--- src/rtl/mem_access_ctrl_if.sv ---
// Request, response and data-RAM signal bundle for mem_access_ctrl.
// slave: the controller's view. master: the surrounding pipeline/RAM view.
interface mem_access_ctrl_if;
  logic        in_valid;
  logic        in_ready;
  logic        in_load;
  logic        in_store;
  logic [9:0]  in_funct;
  logic [31:0] in_addr;
  logic [31:0] in_wdata;
  logic [4:0]  in_rd;
  logic        out_valid;
  logic        out_ready;
  logic [31:0] out_rdata;
  logic [4:0]  out_rd;
  logic        ram_r_en;
  logic        ram_w_en;
  logic [9:0]  ram_funct;
  logic [31:0] ram_addr;
  logic [31:0] ram_wdata;
  logic [31:0] ram_rdata;

  modport slave (
    input  in_valid, in_load, in_store, in_funct, in_addr, in_wdata, in_rd,
           out_ready, ram_rdata,
    output in_ready, out_valid, out_rdata, out_rd,
           ram_r_en, ram_w_en, ram_funct, ram_addr, ram_wdata
  );

  modport master (
    output in_valid, in_load, in_store, in_funct, in_addr, in_wdata, in_rd,
           out_ready, ram_rdata,
    input  in_ready, out_valid, out_rdata, out_rd,
           ram_r_en, ram_w_en, ram_funct, ram_addr, ram_wdata
  );
endinterface

--- src/rtl/mem_access_ctrl.sv ---
// Memory-stage access controller: issues aligned accesses directly, splits
// misaligned loads into two word reads and misaligned stores into byte writes.
`ifndef MEM_ACCESS_FUNC_DEFS
`define MEM_ACCESS_FUNC_DEFS
`define FUNC_LB  10'h000
`define FUNC_LH  10'h001
`define FUNC_LW  10'h002
`define FUNC_LBU 10'h004
`define FUNC_LHU 10'h005
`define FUNC_SB  10'h008
`define FUNC_SH  10'h009
`define FUNC_SW  10'h00A
`endif

module mem_access_ctrl (
  input  logic               clk,
  input  logic               rst_n,
  mem_access_ctrl_if.slave   bus
);

  typedef enum logic [2:0] {IDLE, LD_LO, LD_HI, ACCESS, ST_BYTE, RESP} state_t;

  state_t      state, state_nxt;
  logic [9:0]  req_funct;
  logic [31:0] req_addr;
  logic [31:0] req_wdata;
  logic [4:0]  req_rd;
  logic        req_load;
  logic        req_store;
  logic [1:0]  byte_cnt;
  logic [31:0] lo_word;
  logic [31:0] out_rdata_q;

  logic        in_ld, in_st, in_mis, st_last;
  logic [31:0] lo_base;
  logic [63:0] pair;
  logic [31:0] mis_word;
  logic [31:0] mis_data;

  function automatic logic is_word(input logic [9:0] f);
    return (f == `FUNC_LW) || (f == `FUNC_SW);
  endfunction

  function automatic logic is_half(input logic [9:0] f);
    return (f == `FUNC_LH) || (f == `FUNC_LHU) || (f == `FUNC_SH);
  endfunction

  // Load wins when both flags are set.
  assign in_ld   = bus.in_load;
  assign in_st   = bus.in_store && !bus.in_load;
  assign in_mis  = (is_word(bus.in_funct) && (bus.in_addr[1:0] != 2'd0)) ||
                   (is_half(bus.in_funct) && (bus.in_addr[1:0] == 2'd3));
  assign st_last = is_half(req_funct) ? (byte_cnt == 2'd1) : (byte_cnt == 2'd3);
  assign lo_base = {req_addr[31:2], 2'b00};

  assign pair     = {bus.ram_rdata, lo_word};
  assign mis_word = pair[{req_addr[1:0], 3'b000} +: 32];

  // Extend the recombined misaligned load according to its access code.
  always_comb begin
    mis_data = mis_word;
    if (req_funct == `FUNC_LH)
      mis_data = {{16{mis_word[15]}}, mis_word[15:0]};
    else if (req_funct == `FUNC_LHU)
      mis_data = {16'h0000, mis_word[15:0]};
  end

  assign bus.in_ready  = (state == IDLE);
  assign bus.out_valid = (state == RESP);
  assign bus.out_rdata = out_rdata_q;
  assign bus.out_rd    = req_rd;

  // State register.
  always_ff @(posedge clk or negedge rst_n) begin
    if (!rst_n) state <= IDLE;
    else        state <= state_nxt;
  end

  // Next-state selection and RAM drive, from state and registered request only.
  always_comb begin
    state_nxt     = state;
    bus.ram_r_en  = 1'b0;
    bus.ram_w_en  = 1'b0;
    bus.ram_funct = req_funct;
    bus.ram_addr  = req_addr;
    bus.ram_wdata = req_wdata;
    case (state)
      IDLE: begin
        if (bus.in_valid) begin
          if (!in_ld && !in_st) state_nxt = RESP;
          else if (in_mis)      state_nxt = in_ld ? LD_LO : ST_BYTE;
          else                  state_nxt = ACCESS;
        end
      end
      ACCESS: begin
        bus.ram_r_en = req_load;
        bus.ram_w_en = req_store;
        state_nxt    = RESP;
      end
      LD_LO: begin
        bus.ram_r_en  = 1'b1;
        bus.ram_funct = `FUNC_LW;
        bus.ram_addr  = lo_base;
        state_nxt     = LD_HI;
      end
      LD_HI: begin
        bus.ram_r_en  = 1'b1;
        bus.ram_funct = `FUNC_LW;
        bus.ram_addr  = lo_base + 32'd4;
        state_nxt     = RESP;
      end
      ST_BYTE: begin
        bus.ram_w_en  = 1'b1;
        bus.ram_funct = `FUNC_SB;
        bus.ram_addr  = req_addr + {30'd0, byte_cnt};
        bus.ram_wdata = {24'd0, req_wdata[{byte_cnt, 3'b000} +: 8]};
        if (st_last) state_nxt = RESP;
      end
      RESP: begin
        if (bus.out_ready) state_nxt = IDLE;
      end
      default: state_nxt = IDLE;
    endcase
  end

  // Request capture, byte counter and load result registers.
  always_ff @(posedge clk or negedge rst_n) begin
    if (!rst_n) begin
      req_funct   <= '0;
      req_addr    <= '0;
      req_wdata   <= '0;
      req_rd      <= '0;
      req_load    <= 1'b0;
      req_store   <= 1'b0;
      byte_cnt    <= '0;
      lo_word     <= '0;
      out_rdata_q <= '0;
    end else begin
      case (state)
        IDLE: begin
          if (bus.in_valid) begin
            req_funct   <= bus.in_funct;
            req_addr    <= bus.in_addr;
            req_wdata   <= bus.in_wdata;
            req_rd      <= bus.in_rd;
            req_load    <= in_ld;
            req_store   <= in_st;
            byte_cnt    <= '0;
            out_rdata_q <= '0;
          end
        end
        ACCESS:  if (req_load) out_rdata_q <= bus.ram_rdata;
        LD_LO:   lo_word <= bus.ram_rdata;
        LD_HI:   out_rdata_q <= mis_data;
        ST_BYTE: byte_cnt <= st_last ? 2'd0 : byte_cnt + 2'd1;
        default: ;
      endcase
    end
  end

endmodule

--- src/flat_wrapper.sv ---
// flat-port wrapper written by rule: the top's interface ports become plain ports
module mem_access_ctrl_flat 
  (clk, rst_n, bus_in_valid, bus_in_load, bus_in_store, bus_in_funct, bus_in_addr, bus_in_wdata, bus_in_rd, bus_out_ready, bus_ram_rdata, bus_in_ready, bus_out_valid, bus_out_rdata, bus_out_rd, bus_ram_r_en, bus_ram_w_en, bus_ram_funct, bus_ram_addr, bus_ram_wdata);
  mem_access_ctrl_if bus_i ();
  input  logic clk;
  input  logic rst_n;
  input wire logic [$bits(bus_i.in_valid)-1:0] bus_in_valid;
  input wire logic [$bits(bus_i.in_load)-1:0] bus_in_load;
  input wire logic [$bits(bus_i.in_store)-1:0] bus_in_store;
  input wire logic [$bits(bus_i.in_funct)-1:0] bus_in_funct;
  input wire logic [$bits(bus_i.in_addr)-1:0] bus_in_addr;
  input wire logic [$bits(bus_i.in_wdata)-1:0] bus_in_wdata;
  input wire logic [$bits(bus_i.in_rd)-1:0] bus_in_rd;
  input wire logic [$bits(bus_i.out_ready)-1:0] bus_out_ready;
  input wire logic [$bits(bus_i.ram_rdata)-1:0] bus_ram_rdata;
  output wire logic [$bits(bus_i.in_ready)-1:0] bus_in_ready;
  output wire logic [$bits(bus_i.out_valid)-1:0] bus_out_valid;
  output wire logic [$bits(bus_i.out_rdata)-1:0] bus_out_rdata;
  output wire logic [$bits(bus_i.out_rd)-1:0] bus_out_rd;
  output wire logic [$bits(bus_i.ram_r_en)-1:0] bus_ram_r_en;
  output wire logic [$bits(bus_i.ram_w_en)-1:0] bus_ram_w_en;
  output wire logic [$bits(bus_i.ram_funct)-1:0] bus_ram_funct;
  output wire logic [$bits(bus_i.ram_addr)-1:0] bus_ram_addr;
  output wire logic [$bits(bus_i.ram_wdata)-1:0] bus_ram_wdata;
  assign bus_i.in_valid = bus_in_valid;
  assign bus_i.in_load = bus_in_load;
  assign bus_i.in_store = bus_in_store;
  assign bus_i.in_funct = bus_in_funct;
  assign bus_i.in_addr = bus_in_addr;
  assign bus_i.in_wdata = bus_in_wdata;
  assign bus_i.in_rd = bus_in_rd;
  assign bus_i.out_ready = bus_out_ready;
  assign bus_i.ram_rdata = bus_ram_rdata;
  assign bus_in_ready = bus_i.in_ready;
  assign bus_out_valid = bus_i.out_valid;
  assign bus_out_rdata = bus_i.out_rdata;
  assign bus_out_rd = bus_i.out_rd;
  assign bus_ram_r_en = bus_i.ram_r_en;
  assign bus_ram_w_en = bus_i.ram_w_en;
  assign bus_ram_funct = bus_i.ram_funct;
  assign bus_ram_addr = bus_i.ram_addr;
  assign bus_ram_wdata = bus_i.ram_wdata;
  mem_access_ctrl u_core (.clk(clk), .rst_n(rst_n), .bus(bus_i));
endmodule
--- config.mk ---
export PLATFORM = sky130hd
export DESIGN_NAME = mem_access_ctrl_flat
export DESIGN_NICKNAME = d
export VERILOG_FILES = /design/src/rtl/mem_access_ctrl_if.sv /design/src/rtl/mem_access_ctrl.sv /design/src/flat_wrapper.sv
export SDC_FILE = /design/constraint.sdc
export NUM_CORES = 1
export LEC_CHECK = 0
export CELL_PAD_IN_SITES_DETAIL_PLACEMENT = 0
export CELL_PAD_IN_SITES_GLOBAL_PLACEMENT = 2
export CORE_MARGIN = 8
export CORE_UTILIZATION = 31
export CTS_CLUSTER_DIAMETER = 200
export DETAILED_ROUTE_END_ITERATION = 12
export PLACE_DENSITY = 0.94
export SLEW_MARGIN = 25
export SYNTH_ARGS = -nofsm -noshare
export SYNTH_HDL_FRONTEND = slang
export SYNTH_SLANG_ARGS = --single-unit
--- constraint.sdc ---
create_clock -name clk -period 6.7 [get_ports clk]
set_clock_uncertainty 0.05 [all_clocks]
set_input_delay 1.34 -clock clk [delete_from_list [all_inputs] [get_ports clk]]
set_output_delay 1.34 -clock clk [all_outputs]
set_load 0.02 [all_outputs]
==> summary.txt, run 1 <==
Route
  – Drt pass-1 iters: 4
  – Via count: approximately 7000
  – Initial detailed-routing violation count: between 400 and 500
  – Drt total wl: approximately 26000 um
  – Post-route ant nets: 0
  – DRC viols: 0
  – Vias per std cell: 4.96
  – Wire per inst: around 19 um

Critical path
  – Critical Path AT: 3.56 ns
  – Crit. End Element: primary output
  – Worst EP required: roughly 5.3 ns
  – Max incr delay on CP: ~0.89 ns
  – Worst R2R Path Depth: 6
  – CP max stage cell: nor3b_4
  – WP depth: 6
  – Critical setup path kind: reg2out
  – R2r startpoint: u_core.state[2]
  – Crit-path cells: nor3b_4 > o211ai_2 > nor3_1 > nand4_1 > xnor2_1 > clkdlybuf4s50_1
  – Largest delay share family, worst path: simple AND/OR/NAND/NOR gates
  – Critical path buffer and inverter count: 1
  – CP max FO: 21
  – CP startpoint kind: flip-flop
  – CP startpoint: u_core.state[2]

Floorplan
  – Starting Density: 31.2%
  – Full die area: between 30000 and 40000 sq um
  – Die X: approximately 180 um
  – Rows: a little under 60
  – Die span in y: roughly 180 um
  – Core region area: 25700 sq um
  – Number of primary I/O pins: ~230

STA
  – Final hold vios: 0
  – Final WS setup: between 1.5 and 2 ns
  – Final Critical Period: about 5 ns
  – Unrepaired setup endpoints after global routing: no
  – Fin. max-slew vios: 0
  – Hold_ws: between 0.4 and 0.5 ns
  – Slew margin rel.: roughly 34%
  – Max Fclk: 202 MHz
  – Final setup viols: 0
  – Worst-Margin Slew: roughly 0.99 ns
  – Final worst-path cycle share: 73.9%
  – Setup TNS: 0 ns

Yosys
  – Yosys warns: 0
  – Mapped Area: about 8000 sq um
  – Most frequent cells after synthesis: nand2_1 (236), dfrtp_1 (150), nor2_1 (85)
  – Synth Instances: about 860
  – Yosys cell types: 51
  – Yosys top cell by area: dfrtp_1
  – Top cells by area, synth: dfrtp_1 (47%), nand2_1 (11%), mux4_2 (9.0%)
  – Ys flop type: dfrtp_1
  – Syn Nets: around 980
  – Register area share after synthesis: a little under half
  – Synth top area share: about 47%
  – Syn avg cell area: approximately 9.3 sq um
  – EDFF count, synth: 0
  – Yosys reg bits: 150
  – Post-synthesis async set-or-reset flop share: 100%
  – Top-count cell post-synth: nand2_1

CTS
  – CTS clk-pin slew, worst paths: roughly 0.070 ns
  – Clock Latency Late Sink: roughly 0.43 ns
  – CTS resizes: 0
  – Postcts setup bufs: 0
  – Hold Buf Count CTS: 0
  – CTS root buffer: clkbuf_16
  – CTS buffer count: 17
  – H-Tree Depth: 4
  – Clock buffer depth: 2
  – # clock sinks: 150
  – CTS tree: built

Global routing
  – Vias in the first global route: between 7000 and 8000
  – Largest net degree at the start of global routing: 100
  – Global Route Usage Sum: around 17%
  – First-pass GRT wire length: around 41000 um
  – Initial antenna violation count: 3
  – GRT overflow: 0

Power
  – Comb pwr share: around 54%
  – Switching share of power: between 40% and 50%
  – Internal Pwr Total: about 3.4 mW
  – Seq pwr share: around 30%
  – Part of the power in the clock network: roughly 16%
  – Worst vdd ir: 0.000232 V
  – P per Cell Area: 530 nW/um^2
  – Total Power: a little under 6 mW
  – Psw: approximately 2.5 mW
  – Static Leak: between 4 and 5 nW

Min path
  – Min-Delay Path Class: reg2reg
  – Hold_sp: u_core.req_wdata[1]
  – Hold depth: 2

Job
  – Max-cap viol count: 0

Cells and area
  – Non-filler instance count after layout: approximately 1400
  – Final Net Count: ~1200
  – Synth-to-Final Area Change: 39.5%
  – Layout cells sized above 1: between 10% and 20%
  – Ant diodes: 0

Place
  – DP Worst Slack: roughly 2.2 ns
  – Gp weighted congestion: between 0.7 and 0.8
  – Inst Count DP: between 1000 and 1500
  – DP Wirelength: 18300 um
  – PortBufs: around 230

Outcome
  – Status: complete, no violations
==> kinds of logic (layout without fill, tap and decap cells) <==
group	count (synthesis)	in the layout	share of synthesized area (%)
simple gates	402	402	21.6
flops	150	150	46.9
fa+ha+maj	4	4	0.719
xor+xnor	29	29	3.17
buf+inv	76	293	3.97
compound gates	131	131	10.1
mux	64	64	13.5
==> power by group through the flow <==
stage                     Clock, mW  Sequential [mW]  Combinational (mW)
after floorplan                   0             1.76                1.92
after global placement            0             1.79                3.17
after detailed placement          0             1.81                3.20
after CTS                     0.956             1.80                3.22
after global routing           1.00             1.87                3.46
final                         0.934             1.80                3.18
==> worst paths after layout <==
path	endpoint	slack, ns
setup reg to reg	u_core.byte_cnt[1]	4.21
min in group asynchronous	u_core.lo_word[29]	0.95
max in group asynchronous	u_core.req_addr[18]	4.44
hold reg to reg	u_core.req_wdata[1]	0.43
hold / removal	u_core.req_wdata[1]	0.43
setup / recovery	bus_ram_addr[26]	1.75
==> cells in the final DEF (no fill, tap or decap), drive strengths merged, types with 2 or more instances in the layout <==
master / count
nor3: 7
nor4: 2
mux4: 32
o21ai: 36
xor2: 7
clkbuf: 18
o311ai: 2
a21o: 5
ha: 3
nand2b: 4
a221oi: 17
clkinvlp: 3
and4: 2
nand3: 16
o22ai: 22
a21oi: 37
dfrtp: 150
a22o: 2
nor2: 87
nor3b: 2
buf: 8
and2: 12
or2: 2
and3: 5
nand2: 236
xnor2: 22
nor2b: 14
inv: 31
clkdlybuf4s50: 230
nand4: 10
clkinv: 3
mux2: 32
o211ai: 2
==> metrics by stage <==
stage               util (%)  instance area [sq um]
floorplan                  -                   8000
global placement        41.2                  10600
detailed placement      41.2                  10600
global route            43.4                  11200
finish                  43.4                  11200
CTS                     43.3                  11100
==> worst min-delay path, stage by stage (launching register included) <==
cell and delay [ns]:
dfrtp_1 0.34, nand2_1 0.05, nand2_1 0.05
==> cell type report <==
type / count / area, sq um
Timing Repair Buffer: 239 / 2390
Multi-Input combinational cell: 630 / 3950
Inverter: 22 / 82.6
Sequential cell: 150 / 3760
Fill cell: 2584 / 14500
Clock inverter: 15 / 136
Clock buffer: 17 / 425
Tap cell: 335 / 419
==> metal layers <==
metal	GRT usage, %	vias up	part of all wire, %
met2	25.7	229	46
met5	0	-	0.13
met3	5.76	24	8.4
li1	-	3333	-
met4	4.52	6	1.1
met1	22.1	3391	44
==> state kept, by name (all words and copies together) (netlist names) <==
signal / flops
u_core.bus.out_rdata: 32
u_core.lo_word: 32
u_core.req_addr: 32
u_core.req_wdata: 32
u_core.req_funct: 10
u_core.bus.out_rd: 5
u_core.state: 3
u_core.byte_cnt: 2
u_core.req_load: 1
u_core.req_store: 1
Note: power is estimated with default switching activity, not from simulation.
==> run 2, diff against run 1 <==
Settings changed: CORE_UTILIZATION 31 to 26, PLACE_DENSITY 0.94 to 0.84.
Clock period 6.7 ns to 4.2 ns, I/O delays scaled along.
==> run 2 against run 1 <==
Count of clock-buffer cells in the layout grew 2. Highest routed layer unchanged. Cell count grew 5.1%. Critical path depth grew 2. Critical endpoint unchanged. Via count shrank 0.67%. Largest cell class unchanged. Sequential share of layout area shrank 0.57 points. Die area grew 17%. Critical path type unchanged. Design area grew 1.7%. Non-clock buffer count grew 12.
==> summary.txt, run 2 (synthesis results as in run 1) <==
Outcome
  – Status: complete, no violations

Critical path
  – Crit. End Element: primary output
  – CP max stage cell: clkdlybuf4s50_1
  – Critical Path AT: between 3 and 4 ns
  – Register-to-register setup slack: approximately 1.8 ns
  – CP startpoint kind: flip-flop
  – Critical R2R Capture: u_core.req_wdata[12]
  – Crit-path cells: ha_1 > fa_1 > and4bb_2 > o211ai_2 > nor3_1 > nand4_1 > xnor2_1 > clkdlybuf4s50_1
  – Max incr delay on CP: 0.63 ns
  – CP max FO: 5
  – R2r startpoint: u_core.state[2]
  – Worst R2R Path Depth: 5
  – Worst EP required: around 3.3 ns
  – Critical setup path kind: reg2out

Power
  – Part of the power in the clock network: about 16%
  – Worst vdd ir: about 0.00034 V
  – Psw: around 4 mW
  – Seq pwr share: between 20 and 30%
  – P per Cell Area: approximately 850 nW/um^2
  – Comb pwr share: between 50% and 60%
  – Static Leak: approximately 4.8 nW
  – Internal Pwr Total: 5.56 mW
  – Switching share of power: 42.2%

Cells and area
  – Synth-to-Final Area Change: 41.9%
  – Number of fill cells in the layout: around 3100
  – Commonest non-fill, non-tap cell in the layout: nand2_1
  – Design area: between 10000 and 15000 sq um
  – Most frequent cells in the layout: nand2_1 (235), clkdlybuf4s50_1 (230), dfrtp_1 (148)
  – Ant diodes: 0
  – Layout cells sized above 1: between 10% and 20%
  – Final Net Count: 1193

Place
  – Placed cell area: about 11000 sq um
  – DP Wirelength: 19900 um
  – PortBufs: 231
  – Gp weighted congestion: just under 0.8

Global routing
  – Largest net degree at the start of global routing: 98
  – Global Route Usage Sum: between 10% and 20%
  – GRT overflow: 0
  – Initial antenna violation count: 1
  – First-pass GRT wire length: 42900 um
  – Vias in the first global route: a little over 7000

CTS
  – H-Tree Depth: 4
  – CTS resizes: 0
  – Hold Buf Count CTS: 0
  – CTS root buffer: clkbuf_16
  – CTS clk-pin slew, worst paths: roughly 0.07 ns
  – Clock buffer depth: 2
  – CTS tree: built
  – Clock Latency Late Sink: 0.42 ns
  – # clock sinks: 150
  – CTS buffer count: 17
  – Postcts setup bufs: 0

Route
  – Drt pass-1 iters: 4
  – DRC viols: 0
  – M1 wire length: approximately 12000 um
  – Initial detailed-routing violation count: 363
  – Routed met3 length: 2300 um
  – WL met2: ~13000 um
  – Vias per std cell: 4.69
  – Wire per inst: between 15 and 20 um
  – Via count: 6936
  – Top sig layer: met5
  – Drt total wl: between 20000 and 30000 um
  – Post-route ant nets: 0

Min path
  – Hold_sp: u_core.req_wdata[1]
  – Min-Delay Path Class: reg2reg
  – Hold depth: 2
  – Hold path endpoint: u_core.req_wdata[1]

Floorplan
  – Die span in y: between 150 and 200 um
  – Full die area: roughly 37000 sq um
  – Starting Density: approximately a quarter
  – Core region area: slightly above 30000 sq um
  – Rows: 64
  – Die X: about 190 um
  – Number of primary I/O pins: 232

STA
  – Final worst-path cycle share: between 90% and 100%
  – Setup TNS: 0 ns
  – Slew margin rel.: between 40 and 50%
  – Unrepaired setup endpoints after global routing: no
  – Fin. max-slew vios: 0
  – Final Critical Period: 3.97 ns
  – Max Fclk: ~250 MHz
  – Final hold vios: 0
  – Worst-Margin Slew: a little under 0.9 ns
  – Final setup viols: 0

Job
  – Max-cap viol count: 0
## run 2: cell types whose count changed in the layout (fill, tap and decap cells not counted), sizes merged
cell,before,now
clkinv,3,1
buf,8,20
bufinv,0,2
clkinvlp,3,4
inv,31,27
clkbuf,18,20
## run 2: cell type report
class	instances	area, sq um	area share (%)
inverters	22	82.6	0.727
well taps	396	495	4.36
flip-flops and latches	150	3760	33.1
clock buffers	19	443	3.90
multi-input cells	630	3950	34.8
repair buffers	251	2480	21.8
clock inverters	12	145	1.28
## run 2: metrics by stage
step	hold slack [ns]	utilization (%)	setup slack (ns)	total power, mW	std cells
after floorplan	0.396	-	1.29	5.87	856
after global placement	0.413	35.4	0.696	8.08	1449
after detailed placement	0.414	35.4	0.654	8.12	1449
after CTS	0.432	37.3	0.169	9.74	1480
after global routing	0.456	37.3	0.0711	10.3	1480
final	0.429	37.3	0.235	9.61	1480
## run 2: worst max-delay path, delay by kind of cell, from the launching register on
kind	cells	cell delay (ns)
AO/OA/AOI/OAI	1	0.39
flip-flops	1	0.39
AND/OR/NAND/NOR	3	0.53
adder cells (fa/ha/maj)	2	0.61
buffers and inverters	1	0.63
XOR/XNOR	1	0.12
## run 2: power by group through the flow
stage | Combinational, mW | Clock (mW) | Sequential (mW)
2_1_floorplan | 3.06 | 0 | 2.81
3_3_place_gp | 5.32 | 0 | 2.76
3_5_place_dp | 5.34 | 0 | 2.78
4_1_cts | 5.37 | 1.61 | 2.76
5_1_grt | 5.76 | 1.67 | 2.87
6_report | 5.28 | 1.56 | 2.76
## run 2: metal layers
layer  GRT usage (%)  up-vias
li1                -     3363
met2            23.6      230
met1            19.4     3323
met4            3.29        2
met5               0        -
met3            5.27       18
## run 2: worst max path at each step
stage,start,endpoint,slack (ns),depth (start not counted)
after floorplan,u_core.byte_cnt[0],bus_ram_addr[18],1.29,6
after global placement,u_core.req_addr[0],bus_ram_addr[26],0.70,8
after detailed placement,u_core.state[1],bus_ram_wdata[4],0.65,5
after CTS,u_core.state[1],bus_ram_wdata[4],0.17,5
after global routing,u_core.byte_cnt[0],bus_ram_addr[26],0.07,8
final,u_core.byte_cnt[0],bus_ram_addr[26],0.23,8
